===== src/rtl/rsa_pkg.sv =====
// Shared types and default register map for the RSA UART wrapper.
// Holds FSM state enum, byte I/O phase enum and bus constants.
package rsa_pkg;

  typedef enum logic [2:0] {
    S_GET_N,
    S_GET_E,
    S_GET_DATA,
    S_WAIT_CALC,
    S_SEND_DATA
  } state_t;

  typedef enum logic {
    PH_STATUS,
    PH_XFER
  } phase_t;

  localparam int RX_BASE_D     = 0;
  localparam int TX_BASE_D     = 4;
  localparam int STATUS_BASE_D = 8;
  localparam int RX_OK_BIT_D   = 7;
  localparam int TX_OK_BIT_D   = 6;

endpackage


===== src/rtl/rsa_avm_byte_io.sv =====
// Avalon-MM byte mover: polls UART status, then reads or writes one byte.
// Ports: req/tx/tx_byte in, done/rx_byte out, avm_* master bus.
module rsa_avm_byte_io
  import rsa_pkg::*;
#(
  parameter int RX_BASE     = RX_BASE_D,
  parameter int TX_BASE     = TX_BASE_D,
  parameter int STATUS_BASE = STATUS_BASE_D,
  parameter int RX_OK_BIT   = RX_OK_BIT_D,
  parameter int TX_OK_BIT   = TX_OK_BIT_D
) (
  input  logic        i_clk,
  input  logic        i_rst_n,
  input  logic        req,
  input  logic        tx,
  input  logic [7:0]  tx_byte,
  output logic        done,
  output logic [7:0]  rx_byte,
  output logic [4:0]  avm_address,
  output logic        avm_read,
  input  logic [31:0] avm_readdata,
  output logic        avm_write,
  output logic [31:0] avm_writedata,
  input  logic        avm_waitrequest
);

  localparam logic [4:0] A_RX = 5'(RX_BASE);
  localparam logic [4:0] A_TX = 5'(TX_BASE);
  localparam logic [4:0] A_ST = 5'(STATUS_BASE);

  phase_t     phase;
  logic [7:0] wd;
  logic       busy;
  logic       hit;
  logic       ok;
  logic       unused_rd;

  assign busy = avm_read | avm_write;
  assign hit  = busy & ~avm_waitrequest;
  assign ok   = tx ? avm_readdata[TX_OK_BIT]
                   : avm_readdata[RX_OK_BIT];
  assign done = hit & (phase == PH_XFER);
  assign rx_byte = avm_readdata[7:0];
  assign avm_writedata = {24'd0, wd};
  assign unused_rd = ^avm_readdata[31:8];

  // req reflects the FSM's next state, so a finished
  // transfer chains straight into the next status poll.
  always_ff @(posedge i_clk or negedge i_rst_n) begin
    if (!i_rst_n) begin
      phase       <= PH_STATUS;
      avm_read    <= 1'b0;
      avm_write   <= 1'b0;
      avm_address <= A_ST;
      wd          <= '0;
    end else if (!busy || done) begin
      phase       <= PH_STATUS;
      avm_read    <= req;
      avm_write   <= 1'b0;
      avm_address <= A_ST;
    end else if (hit && ok) begin
      phase       <= PH_XFER;
      avm_read    <= ~tx;
      avm_write   <= tx;
      avm_address <= tx ? A_TX : A_RX;
      wd          <= tx_byte;
    end
    // stalled or bit clear: hold, which re-polls next cycle
  end

endmodule


===== src/rtl/rsa_uart_wrapper.sv =====
// Loads n, e and ciphertext blocks over a UART, runs the RSA core,
// and returns 31 result bytes. Ports: Avalon-MM master + core I/F.
module rsa_uart_wrapper
  import rsa_pkg::*;
#(
  parameter int RX_BASE     = RX_BASE_D,
  parameter int TX_BASE     = TX_BASE_D,
  parameter int STATUS_BASE = STATUS_BASE_D,
  parameter int RX_OK_BIT   = RX_OK_BIT_D,
  parameter int TX_OK_BIT   = TX_OK_BIT_D
) (
  input  logic         i_clk,
  input  logic         i_rst_n,
  output logic [4:0]   avm_address,
  output logic         avm_read,
  input  logic [31:0]  avm_readdata,
  output logic         avm_write,
  output logic [31:0]  avm_writedata,
  input  logic         avm_waitrequest,
  output logic         o_core_start,
  output logic [255:0] o_core_a,
  output logic [255:0] o_core_e,
  output logic [255:0] o_core_n,
  input  logic [255:0] i_core_result,
  input  logic         i_core_finished
);

  state_t       state, state_next;
  logic [4:0]   cnt;
  logic [255:0] n, e, a;
  logic [247:0] res;
  logic         start;
  logic         req, tx, done, last;
  logic [7:0]   rx_byte;
  logic         unused_res;

  assign o_core_start = start;
  assign o_core_a     = a;
  assign o_core_e     = e;
  assign o_core_n     = n;
  assign unused_res   = ^i_core_result[255:248];

  assign tx   = (state == S_SEND_DATA);
  assign last = done & (tx ? (cnt == 5'd30) : (cnt == 5'd31));
  assign req  = (state_next != S_WAIT_CALC);

  rsa_avm_byte_io #(
    .RX_BASE     (RX_BASE),
    .TX_BASE     (TX_BASE),
    .STATUS_BASE (STATUS_BASE),
    .RX_OK_BIT   (RX_OK_BIT),
    .TX_OK_BIT   (TX_OK_BIT)
  ) u_io (
    .i_clk           (i_clk),
    .i_rst_n         (i_rst_n),
    .req             (req),
    .tx              (tx),
    .tx_byte         (res[247:240]),
    .done            (done),
    .rx_byte         (rx_byte),
    .avm_address     (avm_address),
    .avm_read        (avm_read),
    .avm_readdata    (avm_readdata),
    .avm_write       (avm_write),
    .avm_writedata   (avm_writedata),
    .avm_waitrequest (avm_waitrequest)
  );

  always_ff @(posedge i_clk or negedge i_rst_n) begin
    if (!i_rst_n) state <= S_GET_N;
    else          state <= state_next;
  end

  always_comb begin
    state_next = state;
    unique case (state)
      S_GET_N:     if (last) state_next = S_GET_E;
      S_GET_E:     if (last) state_next = S_GET_DATA;
      S_GET_DATA:  if (last) state_next = S_WAIT_CALC;
      S_WAIT_CALC: if (i_core_finished) state_next = S_SEND_DATA;
      S_SEND_DATA: if (last) state_next = S_GET_DATA;
      default:     state_next = S_GET_N;
    endcase
  end

  always_ff @(posedge i_clk or negedge i_rst_n) begin
    if (!i_rst_n) begin
      n     <= '0;
      e     <= '0;
      a     <= '0;
      res   <= '0;
      cnt   <= '0;
      start <= 1'b0;
    end else begin
      start <= (state != S_WAIT_CALC) &&
               (state_next == S_WAIT_CALC);
      // cnt wraps to 0 exactly when the state changes
      if (done) cnt <= last ? 5'd0 : cnt + 5'd1;
      unique case (state)
        S_GET_N:     if (done) n <= {n[247:0], rx_byte};
        S_GET_E:     if (done) e <= {e[247:0], rx_byte};
        S_GET_DATA:  if (done) a <= {a[247:0], rx_byte};
        S_WAIT_CALC: if (i_core_finished) res <= i_core_result[247:0];
        S_SEND_DATA: if (done) res <= {res[239:0], 8'd0};
        default: ;
      endcase
    end
  end

endmodule

===== config.mk =====
export PLATFORM = sky130hd
export DESIGN_NAME = rsa_uart_wrapper
export DESIGN_NICKNAME = d
export VERILOG_FILES = /design/src/rtl/rsa_pkg.sv /design/src/rtl/rsa_avm_byte_io.sv /design/src/rtl/rsa_uart_wrapper.sv
export SDC_FILE = /design/constraint.sdc
export NUM_CORES = 1
export LEC_CHECK = 0
export BUFFER_PORTS_ARGS = -buffer_cell sky130_fd_sc_hd__buf_2
export CAP_MARGIN = 0
export CORE_AREA = 2 2 431 433
export CTS_BUF_LIST = sky130_fd_sc_hd__clkbuf_8
export CTS_CLUSTER_SIZE = 40
export DETAILED_ROUTE_END_ITERATION = 7
export DIE_AREA = 0 0 433 435
export PLACE_DENSITY = 0.4
export SLEW_MARGIN = 15
export SYNTH_ARGS = -nofsm -noshare
export SYNTH_HDL_FRONTEND = slang
export SYNTH_SLANG_ARGS = --single-unit

===== constraint.sdc =====
create_clock -name i_clk -period 2.1 [get_ports i_clk]
set_input_delay 0.105 -clock i_clk [delete_from_list [all_inputs] [get_ports i_clk]]
set_output_delay 0.105 -clock i_clk [all_outputs]
set_load 0.005 [all_outputs]

== Word-level counts from Yosys, hierarchy flattened ==
Index checks and enable logic that the tools add are counted.

* Word-level logic and storage cells: 64
* Memory bits (read-only): 0
* Input port bits: 292
* Memory bits (writable): 0
* Output and inout bits: 808
* Memories: 0
* Latch bits: 0
* Bits in registers: 1041

* Eq/ne operators: 11
* Divide/modulo/power cells: 0
* Add/sub/neg operators: 1
* Magnitude comparators: 0
* Muxes and demuxes: 20
* Multiply operators: 0
* Reduce and logical (&&, ||, !) cells: 13
* Bitwise operators: 7
* Shift operators: 0

{| class="wikitable"
|+ Operators with widths
! kind !! count
|-
| $mux W248 || 2
|-
| $pmux W248 S2 || 1
|-
| $mux W3 || 5
|-
| $mux W5 || 3
|-
| $pmux W3 S4 || 1
|-
| $eq A5 B5 Y1 const B || 2
|-
| $eq A3 B2 Y1 const B || 3
|-
| $mux W1 || 8
|-
| $reduce_and A2 Y1 || 4
|-
| $ne A3 B2 Y1 const B || 2
|-
| $add A5 B1 Y5 const B || 1
|-
| $reduce_bool A2 Y1 || 2
|-
| $and A1 B1 Y1 || 3
|-
| $eq A3 B1 Y1 const B || 1
|-
| $eq A3 B3 Y1 const B || 1
|-
| $logic_not A3 Y1 || 1
|-
| $not A1 Y1 || 3
|-
| $reduce_and A3 Y1 || 1
|-
| $logic_and A1 B1 Y1 || 2
|-
| $ne A2 B1 Y1 const B || 1
|-
| $ne A2 B2 Y1 const B || 1
|-
| $reduce_or A2 Y1 || 1
|-
| $logic_not A1 Y1 || 1
|-
| $logic_or A1 B1 Y1 || 1
|-
| $or A1 B1 Y1 || 1
|}

== Depth between registers and ports, before layout ==
* Word-level depth: 8
* Gate-level depth with buffers: 7

== Modules after synthesis ==
A second synthesis with hierarchy kept.

* Cell total of the unflattened synthesis: 2815
* Area, all modules: 41081.9 um^2

{| class="wikitable"
|+ By module, submodules not included
! module !! times used !! cells each !! area an instance (um^2)
|-
| rsa_uart_wrapper || 1 || 2737 || 40254.9
|-
| rsa_avm_byte_io || 1 || 78 || 827.0
|}

== Least setup slack after synthesis ==
OpenSTA, ideal clock, no wires.

* Path kind: reg-to-reg
* Start point: reg u_io.avm_address[2] (netlist name)
* End point: reg e[215] (netlist: o_core_e[215])
* Data arrival time: 1.754 ns
* Cell stages (with the launch flop): 8
* Period minus slack after synthesis: 1.878 ns
* Path slack: 0.222 ns
* Path through: dfrtp_1 -> o21ba_1 -> buf_4 -> nand2_2 -> nor3_2 -> buf_2 -> buf_6 -> mux2_2

{| class="wikitable"
|+ RTL lines
! item !! line !! source
|-
| end signal: assignment || rsa_uart_wrapper.sv:101 || <nowiki>S_GET_E: if (done) e <= {e[247:0], rx_byte};</nowiki>
|-
| end: declaration || rsa_uart_wrapper.sv:30 || <nowiki>logic [255:0] n, e, a;</nowiki>
|}

== Final worst setup path ==
* Start point: reg state[1]
* End point: reg res[100]

* Cells in the longest elaborated chain, start to end: 3
* Elaborated cells on any way between the ends: 7

{| class="wikitable"
|+ Ends and longest elaborated chain
! item !! line !! source
|-
| start: declaration || rsa_uart_wrapper.sv:28 || <nowiki>state_t state, state_next;</nowiki>
|-
| start signal: assignment || rsa_uart_wrapper.sv:71 || <nowiki>else state <= state_next;</nowiki>
|-
| $eq A3 B3 Y1 or $eq A3 B2 Y1 (tied branches) || rsa_uart_wrapper.sv:99 || <nowiki>unique case (state)</nowiki>
|-
| $ne A2 B1 Y1 (no line) (tied with other cells) || -- ||
|-
| $reduce_and A3 Y1 (no line) || -- ||
|-
| end signal: assignment || rsa_uart_wrapper.sv:103 || <nowiki>S_WAIT_CALC: if (i_core_finished) res <= i_core_result[247:0];</nowiki>
|-
| end signal: assignment || rsa_uart_wrapper.sv:104 || <nowiki>S_SEND_DATA: if (done) res <= {res[239:0], 8'd0};</nowiki>
|-
| end: declaration || rsa_uart_wrapper.sv:31 || <nowiki>logic [247:0] res;</nowiki>
|}

Parallel ways exist; a longest one is shown, timed or not.
A chain may end at the register's enable or synchronous reset.

==> run metrics <==
post-CTS clock slew at the launch and capture registers of the worst setup and hold paths about 60 ps; vias in the first global route 31800; clock period minus final worst setup slack about 2000 ps; number of enable-type register cells in the synthesized netlist 0; top fanout value on the critical path around 130; class of the tightest hold or removal check primary input to flip-flop; largest net degree at the start of global routing roughly 140; wire length of the first global-routing pass 220000 um; Initial Util 22.1%; total detailed-routing wirelength between 150000 and 200000 um; Final Hold Fails 0; cells along the critical path buf_4, or3b_4, buf_12, nand2_1, a31oi_1; placeable core area roughly 180000 um2; category of the critical setup timing path flip-flop to flip-flop; area added between synthesis and finish 43.3%; Final Cell Area roughly 58000 um2; Residual DRC 0; final weighted congestion of routability-driven global placement between 0.7 and 0.8; leakage power total between 30 and 40 nW; iteration count of the initial detailed-routing pass 5; count of input and output buffers roughly 1000; CP Buf/Inv Count 2; count of pins over their slew limit 0; setup TNS 0 ps; count of endpoints failing setup in the final report 0; met1 Use GR between 10% and 20%; Root Buffer sky130_fd_sc_hd__clkbuf_8; critical path launch point type flip-flop; run status complete, no violations; upper clock frequency limit between 400 and 500 MHz; number of antenna violations at the first check in global routing 13; setup repair after global routing missed its margin yes; buffer depth of the longest clock path 3; standard-cell row count between 150 and 200; warning count from the yosys run 0; fraction of synthesis flops using an asynchronous set or reset pin between 90% and 100%; critical path's slowest cell sky130_fd_sc_hd__dfrtp_2; final critical-path share of the clock period a little under 100%; clock sink count approximately 1000; overall die width ~430 um; fraction of layout instances using a drive strength above 1 44.9%; most frequent cells in the layout sky130_fd_sc_hd__buf_2, sky130_fd_sc_hd__dfrtp_1, sky130_fd_sc_hd__mux2_2, sky130_fd_sc_hd__dlygate4sd3_1, sky130_fd_sc_hd__nand2_1; IR Drop Worst-Case VDD between 0.0005 and 0.0006 V; placed wire-length estimate about 110000 um; clock tree from TritonCTS done; Yosys reg bits between 1000 and 1500; Tot GR Track Use 15.7%; detail-routed via count per cell a little over 4; number of violations of the max-capacitance limit 0; met2 global-route usage between 20% and 30%; Boundary Pins 1100; Max stage delay on crit path between 400 and 500 ps; Mean Syn Cell Area approximately 13 um2; Setup Slack @ Placement between 0.7 and 0.8 ps; power density relative to cell area roughly 830 nW/um2; most used flip-flop cell after synthesis sky130_fd_sc_hd__dfrtp_1; slew margin rel. between 40% and 50%; H-Tree Level Count 4; average routed wire per standard cell approximately 20 um; post-detailed-placement cell area 49400 um2; Arrival @ worst endpoint 2840 ps; synthesized netlist cell count between 3000 and 4000; GR peak layer met2; Setup WS post-layout 65.8 ps; register area share after synthesis about 64%; post-layout net count between 5000 and 6000; post-route ant nets 0; category of the worst setup path capture point flip-flop; violation count after the first detailed-route iteration 1595; worst-margin pin slew 875 ps; Worst Path Required 2910 ps; final worst clock skew between 40 and 50 ps; synthesized cell area between 40000 and 50000 um2; Netlist cell types between 40 and 50; total power consumption of the routed design between 40 and 50 mW; clock latency at the later pin of the worst-skew pair 940 ps; Die Y approximately 440 um; total via count after detailed routing roughly 31000; number of buffers created by CTS 190; met3 Usage GRT 4.35%; total die area approximately 190000 um2; slack of the worst reg-to-reg path about 66 ps; Overflow after GRT 0; most common library cell in the layout ignoring fill and taps sky130_fd_sc_hd__buf_2; category of cells accounting for the largest share of critical-path delay simple AND/OR/NAND/NOR gates
## Yosys cell counts, drive strengths merged (3+ instances only)
master	n	share of area [%]
a21oi	5	0.061
a22o	8	0.17
a31oi	243	3.7
buf	145	2.4
clkbuf	81	0.75
dfrtp	1036	64
mux2	776	21
nand2	487	4.5
nand3	3	0.037
nand4	3	0.046
nor2	247	2.3
nor3	3	0.049
nor3b	3	0.068
o21ai	6	0.074
xor2	3	0.065
## cells by family (layout without fill, tap and decap cells)
kind of cell               after synthesis  after routing  synth area share (%)
buffers and inverters                  228           2006                  3.20
xor gates and xnor gates                 4              4                0.0861
and+or+nand+nor                        758            758                  7.25
DFF                                   1037           1037                  63.7
other                                    1             41               0.00921
adders and majority gates                1              1                0.0307
muxes                                  778            778                  21.5
AOI/OAI and AO/OA                      269            269                  4.18
## path summary, 6_finish.rpt
kind,startpoint,endpoint,cells past startpoint
min reg2reg,o_core_n[5],o_core_n[13],1
max,state[1],res[100],5
max reg2reg,state[1],res[100],5
min,avm_readdata[4],o_core_e[4],3
max in group asynchronous,i_rst_n,res[244],6
min in group asynchronous,i_rst_n,res[117],4
## per-layer routing
layer / routed length, um / up-vias / share of wire (%)
met1: 60700 / 15600 / 40
met4: 3260 / 0 / 2.2
met5: 0 / - / 0
met3: 9410 / 212 / 6.3
li1: - / 14000 / -
met2: 77000 / 868 / 51
## worst register-to-register path: cells and delay by family (launching register included)
family / cells / cell delay, ps
buffers and inverters: 2 / 400
AO/OA/AOI/OAI: 1 / 110
AND/OR/NAND/NOR: 2 / 930
flip-flops: 1 / 490
## power by group
part           switching, mW  total (mW)  internal, mW
Clock                   8.90        18.9          10.0
Combinational           3.40        6.93          3.54
Sequential              1.49        22.8          21.4
## sequential cells by signal, indices dropped and copies added, names as in the netlist
signal	count
o_core_a	256
o_core_e	256
o_core_n	256
res	248
u_io.wd	8
cnt	5
state	3
u_io.avm_address	2
o_core_start	1
u_io.avm_read	1
u_io.phase	1
## through the flow
stage | cells | hold slack (ps) | util (%)
after floorplan | 3102 | -191 | -
after global placement | 6512 | 69.9 | 26.8
after detailed placement | 6512 | 74.1 | 26.8
after CTS | 7357 | 0.734 | 31.7
after global routing | 7371 | 52.4 | 31.7
final | 7374 | 139 | 31.7
## timing repair
| action | 4_1_cts | 5_1_grt |
|---|---|---|
| pin swaps | 1 | 4 |
| setup endpoints to repair | 14 | 8 |
| hold buffers | 513 | 0 |
| resized for setup | 7 | 12 |
| setup buffers | 2 | 5 |
| hold endpoints to repair | 1330 | 0 |
| cloned | 1 | 0 |
## layout make-up
cell class,count,area (um2)
fill,18900,126000
sequential,1037,26000
multi-input combinational,1837,13600
timing repair buffer,1675,12000
clock buffer,228,3140
tap,2480,3100
clock inverter,101,538
antenna,14,35.0
inverter,2,7.51
Note: power is estimated with default switching activity, not from simulation.
